**src/rtl/key_scanner.sv**
```systemverilog
// Scans a 16-key matrix through an external 16:1 mux, debounces each key
// and reports the debounced vector, the lowest pressed key and a change pulse.
module key_scanner #(
  parameter int unsigned SETTLE   = 4,
  parameter int unsigned DEBOUNCE = 3
) (
  input  logic        clk,
  input  logic        rst_n,
  input  logic        scan_en,
  input  logic        mux_out,
  output logic [3:0]  sel,
  output logic [15:0] keys,
  output logic [3:0]  note,
  output logic        note_valid,
  output logic        change
);

  localparam logic [3:0] CNT_MAX = 4'(SETTLE - 1);
  localparam logic [1:0] DC_MAX  = 2'(DEBOUNCE - 1);

  logic [3:0]  cnt;
  logic [1:0]  dc [16];
  logic        sample;
  logic [15:0] keys_nxt;
  logic [1:0]  dc_nxt;
  logic        flip;
  logic [3:0]  note_nxt;

  assign sample = scan_en && (cnt == CNT_MAX);

  // Only the slot being sampled can move; the other 15 keys hold.
  always_comb begin
    keys_nxt = keys;
    dc_nxt   = dc[sel];
    flip     = 1'b0;
    if (sample) begin
      if (mux_out == keys[sel]) begin
        dc_nxt = '0;
      end else if (dc[sel] == DC_MAX) begin
        keys_nxt[sel] = ~keys[sel];
        dc_nxt        = '0;
        flip          = 1'b1;
      end else begin
        dc_nxt = dc[sel] + 2'd1;
      end
    end
  end

  // Scan downward so the lowest set index wins.
  always_comb begin
    note_nxt = '0;
    for (int unsigned i = 16; i > 0; i--) begin
      if (keys_nxt[i-1]) note_nxt = 4'(i - 1);
    end
  end

  always_ff @(posedge clk or negedge rst_n) begin
    if (!rst_n) begin
      cnt        <= '0;
      sel        <= '0;
      keys       <= '0;
      note       <= '0;
      note_valid <= 1'b0;
      change     <= 1'b0;
      for (int unsigned k = 0; k < 16; k++) dc[k] <= '0;
    end else begin
      if (scan_en) begin
        if (sample) begin
          cnt     <= '0;
          sel     <= sel + 4'd1;
          dc[sel] <= dc_nxt;
        end else begin
          cnt <= cnt + 4'd1;
        end
      end
      keys       <= keys_nxt;
      note       <= note_nxt;
      note_valid <= |keys_nxt;
      change     <= flip;
    end
  end

endmodule
```
**config.mk**
```make
export PLATFORM = sky130hd
export DESIGN_NAME = key_scanner
export DESIGN_NICKNAME = d
export VERILOG_FILES = /design/src/rtl/key_scanner.sv
export SDC_FILE = /design/constraint.sdc
export NUM_CORES = 1
export LEC_CHECK = 0
export CAP_MARGIN = 20
export CORE_MARGIN = 10
export CORE_UTILIZATION = 40
export CTS_CLUSTER_DIAMETER = 40
export CTS_CLUSTER_SIZE = 40
export DETAILED_ROUTE_END_ITERATION = 16
export HOLD_SLACK_MARGIN = 0.02
export PLACE_DENSITY = 0.63
export SLEW_MARGIN = 20
export SYNTH_ARGS = -nofsm -noshare
export SYNTH_HDL_FRONTEND = slang
export SYNTH_SLANG_ARGS = --single-unit
export TNS_END_PERCENT = 1
```
**constraint.sdc**
```tcl
create_clock -name clk -period 3.8 [get_ports clk]
set_input_delay 0.38 -clock clk [delete_from_list [all_inputs] [get_ports clk]]
set_output_delay 0.38 -clock clk [all_outputs]
set_load 0.1 [all_outputs]
```
== Word level (Yosys, flattened, before mapping) ==
Cells that the tools add are included.

* Logic and storage cells: 76
* Bits of input ports: 4
* Output and inout port bits: 26
* Bits in registers: 62

* Equality and inequality tests: 3
* Mux-type cells: 37
* Bitwise operators: 2
* $lt $le $gt $ge: 4
* Reduce and logical (&&, ||, !) cells: 5
* Add/subtract/negate cells: 3

{| class="wikitable"
|+ Operator list
! cell !! number
|-
| two-way mux 4 bit || 17
|-
| two-way mux 16 bit || 3
|-
| bitwise mux 32 bit || 1
|-
| bitwise mux 16 bit || 1
|-
| OR reduction 16 bit || 1
|-
| two-way mux 2 bit || 6
|-
| adder 4 x 1 -> 4 bit, second input constant || 2
|-
| binary-select mux 2 bit (select 4 bit) || 1
|-
| demux 2 bit (select 4 bit) || 1
|-
| greater-or-equal comparator 5 bit, second input constant || 1
|-
| less-than comparator 4 x 5 -> 1 bit, second input constant || 1
|-
| less-than comparator 5 x 1 -> 1 bit, second input constant || 1
|-
| two-way mux 1 bit || 5
|-
| NOT 4 -> 5 bit || 1
|-
| binary-select mux 1 bit (select 4 bit) || 1
|-
| demux 1 bit (select 4 bit) || 1
|-
| equality test 4 x 2 -> 1 bit, second input constant || 1
|-
| greater-or-equal comparator 4 x 1 -> 1 bit, second input constant || 1
|-
| logical AND 1 bit || 3
|-
| adder 2 x 1 -> 2 bit, second input constant || 1
|-
| equality test 2 bit, second input constant || 1
|-
| AND reduction 2 bit || 1
|-
| equality test 1 bit || 1
|-
| NOT 1 bit || 1
|}

== Depth between registers and ports, before layout ==
* Depth after elaboration: 24
* Depth in mapped cells: 12
* Depth with buffers taken out: 9

== Worst setup path after synthesis ==
Ideal clock, no wire load.

* Path kind: register to register
* Start point: register sel[0]
* End point: register note[0]
* Setup time: 0.139 ns
* Clock period less this slack: 3.616 ns
* Stages on the path, launching flop included: 12
* Arrival time: 3.478 ns
* Path slack: 0.184 ns
* Required time: 3.661 ns
* Path buffers: 3
* Cell sequence: dfrtp_1 -> buf_6 -> buf_8 -> mux4_2 -> mux2i_2 -> mux2i_1 -> o2111ai_4 -> buf_6 -> o21ai_1 -> o31ai_1 -> a2111oi_0 -> a211oi_1

* Elaborated cells between the ends (all ways): 34
* Classes of those cells: 2 x order compare; 2 x eq/ne; 27 x mux; 2 x bitwise; 1 x reduce/logical

{| class="wikitable"
|+ RTL lines
! element !! RTL line !! RTL
|-
| from (decl) || 11 || <nowiki>output logic [3:0] sel,</nowiki>
|-
| from (signal assigned) || 70 || <nowiki>sel <= sel + 4'd1;</nowiki>
|-
| less-than comparator 4 x 5 -> 1 bit (not written as such) (tied with other cells) || 40 || <nowiki>keys_nxt[sel] = ~keys[sel];</nowiki>
|-
| logical AND 1 bit (not written as such) / binary-select mux 2 bit (select 4 bit) (equally long branches) || 40, 39 ||
|-
| two-way mux 1 bit (not written as such) / two-way mux 2 bit (equally long branches) || 40, 39 ||
|-
| demux 1 bit (select 4 bit) / two-way mux 2 bit (equally long branches) || 40, 39 ||
|-
| bitwise mux 16 bit / equality test 2 bit (equally long branches) || 40, 39 ||
|-
| two-way mux 16 bit || 39 || <nowiki>end else if (dc[sel] == DC_MAX) begin</nowiki>
|-
| two-way mux 16 bit * || 37 || <nowiki>if (mux_out == keys[sel]) begin</nowiki>
|-
| two-way mux 16 bit * || 36 || <nowiki>if (sample) begin</nowiki>
|-
| named net keys_nxt[9] || 24 || <nowiki>logic [15:0] keys_nxt;</nowiki>
|-
| two-way mux 4 bit * (10 in a row) || 53 || <nowiki>if (keys_nxt[i-1]) note_nxt = 4'(i - 1);</nowiki>
|-
| named net note_nxt[0] || 27 || <nowiki>logic [3:0] note_nxt;</nowiki>
|-
| to (signal assigned) || 77 || <nowiki>note <= note_nxt;</nowiki>
|-
| to (decl) || 13 || <nowiki>output logic [3:0] note,</nowiki>
|}

Mark *: on every way through the listed nets, which the timed path passes. The rest lies on a longest branch. The select of a mux whose other input is x is not followed.
A chain may end at the register's enable or synchronous reset.

== Worst setup path after layout ==
* Start point: register sel[0]
* End point: register note[0]

* Longest elaborated chain between the ends: 24
* Elaborated cells between the ends (all ways): 34
* Classes of those cells: 2 x order compare; 2 x eq/ne; 27 x mux; 2 x bitwise; 1 x reduce/logical

{| class="wikitable"
|+ RTL lines
! element !! RTL line
|-
| less-than comparator 4 x 5 -> 1 bit (not written as such) (tied with other cells) || 40
|-
| logical AND 1 bit (not written as such) / binary-select mux 2 bit (select 4 bit) (equally long branches) || 40, 39
|-
| two-way mux 1 bit (not written as such) / two-way mux 2 bit (equally long branches) || 40, 39
|-
| demux 1 bit (select 4 bit) / two-way mux 2 bit (equally long branches) || 40, 39
|-
| bitwise mux 16 bit / equality test 2 bit (equally long branches) || 40, 39
|-
| two-way mux 16 bit || 39
|-
| two-way mux 16 bit * || 37
|-
| two-way mux 16 bit * || 36
|-
| two-way mux 4 bit (15 in a row) || 53
|-
| two-way mux 4 bit * || 53
|-
| named net note_nxt[0] || 27
|}

Marked as above.

==> impl_metrics.json <==
{
  "yosysSeqAreaShare_pct": 43.8,
  "cts_buffers": 9,
  "r2r_end": "note[0]",
  "power.internal_mw": 1.37,
  "synth-seq-cells": 62,
  "wl_per_cell_um": 19.0,
  "leakagePower_nw": 1.62,
  "clk_pin_slew_ps": 70,
  "timing.fmax_mhz": 302,
  "synth_cell_types": 57,
  "endpoint_kind": "flop",
  "critical_path_arrival_ps": 3540,
  "dieHeight_um": 114,
  "tns_ps": 0,
  "slew_violations": 0,
  "grt_overflow": 0,
  "fin_skew_ps": 9.75,
  "crit_type": "flop to flop",
  "synthAdderAreaFrac_pct": 1.77,
  "reg2regPathDepth": 9,
  "vias_per_cell": 5.96,
  "clock-root-buffer": "clkbuf_8",
  "dpl.hpwl_um": 6940,
  "grt_first_pass_wirelength_um": 16100,
  "syn_avg_cell_area_um2": 9.72,
  "postCtsSetupRepairBufs": 0,
  "place_area_um2": 3940,
  "start_util_pct": 40.8,
  "final_area_um2": 4140,
  "setup_viol_count_final": 0,
  "yosys.area_share.simple_pct": 17.1,
  "cp_max_fo": 15,
  "p_sw_uw": 980,
  "synth_top_family_by_area": "compound AO/OA/AOI/OAI gates",
  "muxShareOfSynthArea_pct": 10.9,
  "cts_max_level": 3,
  "area_growth_pct": 17.1,
  "ant_nets": 0,
  "io_buffers": 29,
  "drt_first_pass_iters": 5,
  "cts_hold_buf": 0,
  "required_ps": 4020,
  "syn-num-nets": 373,
  "seq_power_share_pct": 35.2,
  "cp-start-kind": "flop",
  "r2r_setup_slack_ps": 480,
  "yosysWarnings": 0,
  "layout_common_cells": "dfrtp_1 (62), nand2_1 (52), nor2_1 (33), clkdlybuf4s50_1 (27), o21ai_1 (23)",
  "post-route-min-period_ps": 3320,
  "syn-cell-area_um2": 3540,
  "cp_cell_sequence": "buf_12, mux4_2, mux2i_2, mux2i_1, o2111ai_4, nor3_1, o22ai_1, a2111oi_0, a211oi_1",
  "power_mw": 2.35,
  "hold_class": "input pin to asynchronous set/reset pin",
  "coreArea_um2": 8680,
  "gp_congestion": 0.883,
  "rsz0062_at_grt": "no",
  "final_common_cell": "dfrtp_1",
  "synth-xor-area-share_pct": 1.24,
  "nets": 402,
  "drive_gt1_share_pct": 13.1,
  "dieArea_um2": 13000,
  "ir_drop_mv": 0.211,
  "track_usage_pct": 15.5,
  "fin_crit_sh_pct": 87.3,
  "synth_edf_count": 0,
  "drtIter0Drc": 193,
  "drv_cap": 0,
  "pwr-share-clk_pct": 25.0,
  "cts_tree": "yes",
  "via_count": 3014,
  "synth_compound_area_share_pct": 20.9,
  "synth_async_sr_flop_share_pct": 100,
  "hold_viol": 0,
  "cpMaxStageDelayCell": "mux4_2",
  "insertion_delay_ps": 350,
  "grt_pass1_vias": 2977,
  "io-pin-count": 30,
  "die_w_um": 114,
  "status": "finished, final reports clean",
  "combPwrFrac_pct": 39.8,
  "ctsResizeCount": 0,
  "drc": 0,
  "cts.sinks": 62,
  "antenna_found_initial": 0,
  "core.rowCount": 34,
  "p_sw_share_pct": 41.7,
  "reg2reg_from": "sel[0]",
  "diodes": 0,
  "powerDensity_nw_per_um2": 567,
  "ys.flop_type": "dfrtp_1",
  "clk_path_buf_depth": 2,
  "relSlewSlack_pct": 33.8,
  "wl_um": 9610,
  "synthCells": 364,
  "tightest_slew_ps": 989,
  "slowest_delay_ps": 540,
  "grt_max_degree": 34
}
routing by layer:
metal	GRT usage (%)	part of all wire, %	vias to the layer above
met5	0	0	-
met4	8.35	2.6	0
met3	2.94	6.1	23
met2	22.9	46	99
met1	21.0	46	1491
li1	-	-	1401
cells by family (layout without fill, tap and decap cells):
kind of cell / count (synthesis) / after routing
muxes: 21 / 21
DFF: 62 / 62
buffers and inverters: 31 / 65
AOI/OAI and AO/OA: 107 / 107
xor gates and xnor gates: 5 / 5
adders and majority gates: 5 / 5
and+or+nand+nor: 133 / 133
how the worst max path moves through the flow:
stage / cells past startpoint / startpoint / slack [ps] / end
2_1_floorplan: 11 / sel[0] / 180 / note[0]
3_3_place_gp: 9 / scan_en / 610 / note[0]
3_5_place_dp: 9 / sel[0] / 510 / note[0]
4_1_cts: 9 / sel[0] / 480 / note[0]
5_1_grt: 9 / sel[0] / 70 / note[0]
6_report: 9 / sel[0] / 480 / note[0]
power groups by stage:
stage / Sequential [mW] / Clock [mW] / Combinational [mW]
2_1_floorplan: 0.946 / 0 / 0.596
3_3_place_gp: 0.839 / 0 / 0.912
3_5_place_dp: 0.842 / 0 / 0.930
4_1_cts: 0.830 / 0.600 / 0.930
5_1_grt: 0.841 / 0.626 / 1.00
6_report: 0.828 / 0.588 / 0.935
through the flow:
| step | setup WS, ps | hold slack (ps) | std cells | util [%] |
|---|---|---|---|---|
| after global routing | 65.3 | 99.7 | 506 | 47.8 |
| after global placement | 612 | 451 | 490 | 45.4 |
| after CTS | 484 | 61.4 | 506 | 47.8 |
| after detailed placement | 506 | 443 | 490 | 45.4 |
| final | 483 | 41.9 | 506 | 47.8 |
| after floorplan | 184 | 84.4 | 364 | - |
synthesized netlist by cell type, drive strengths merged, types with 2 or more instances:
library cell	instances	area, um2
a211oi	4	30.0
a21oi	17	85.1
a22oi	2	15.0
a311oi	2	17.5
a41oi	3	26.3
and2	4	25.0
and4	2	17.5
buf	11	76.3
clkbuf	8	30.0
dfrtp	62	1550
ha	5	62.6
inv	12	45.0
mux2	3	33.8
mux2i	6	80.1
mux4	12	270
nand2	52	195
nand2b	2	12.5
nand3	18	90.1
nand4	5	31.3
nor2	33	124
nor2b	3	18.8
nor3	7	45.0
nor4	3	18.8
o2111ai	2	35.0
o211a	2	20.0
o211ai	5	37.5
o21ai	45	225
o22ai	2	12.5
o2bb2a	3	30.0
o31ai	3	22.5
o32ai	5	77.6
o41ai	3	26.3
xnor2	5	43.8
flip-flops by register name, indices dropped and copies added (netlist names):
register and cells:
sel 4, note_valid 1, dc 32, cnt 4, change 1, note 4
keys 16
final cells by class:
type	instances	area (um2)
Multi-Input combinational cell	271	1850
Inverter	12	45.0
Sequential cell	62	1550
Tap cell	108	135
Clock buffer	14	193
Fill cell	814	4530
Timing Repair Buffer	37	355
Clock inverter	2	12.5
critical path, delay by kind of cell, from the launching register on:
kind                   cells  cell delay, ps
buffers and inverters      1             210
DFF                        1             530
muxes                      3            1170
and+or+nand+nor            1             330
AOI/OAI and AO/OA          4             950
(Power assumes the default switching activity.)
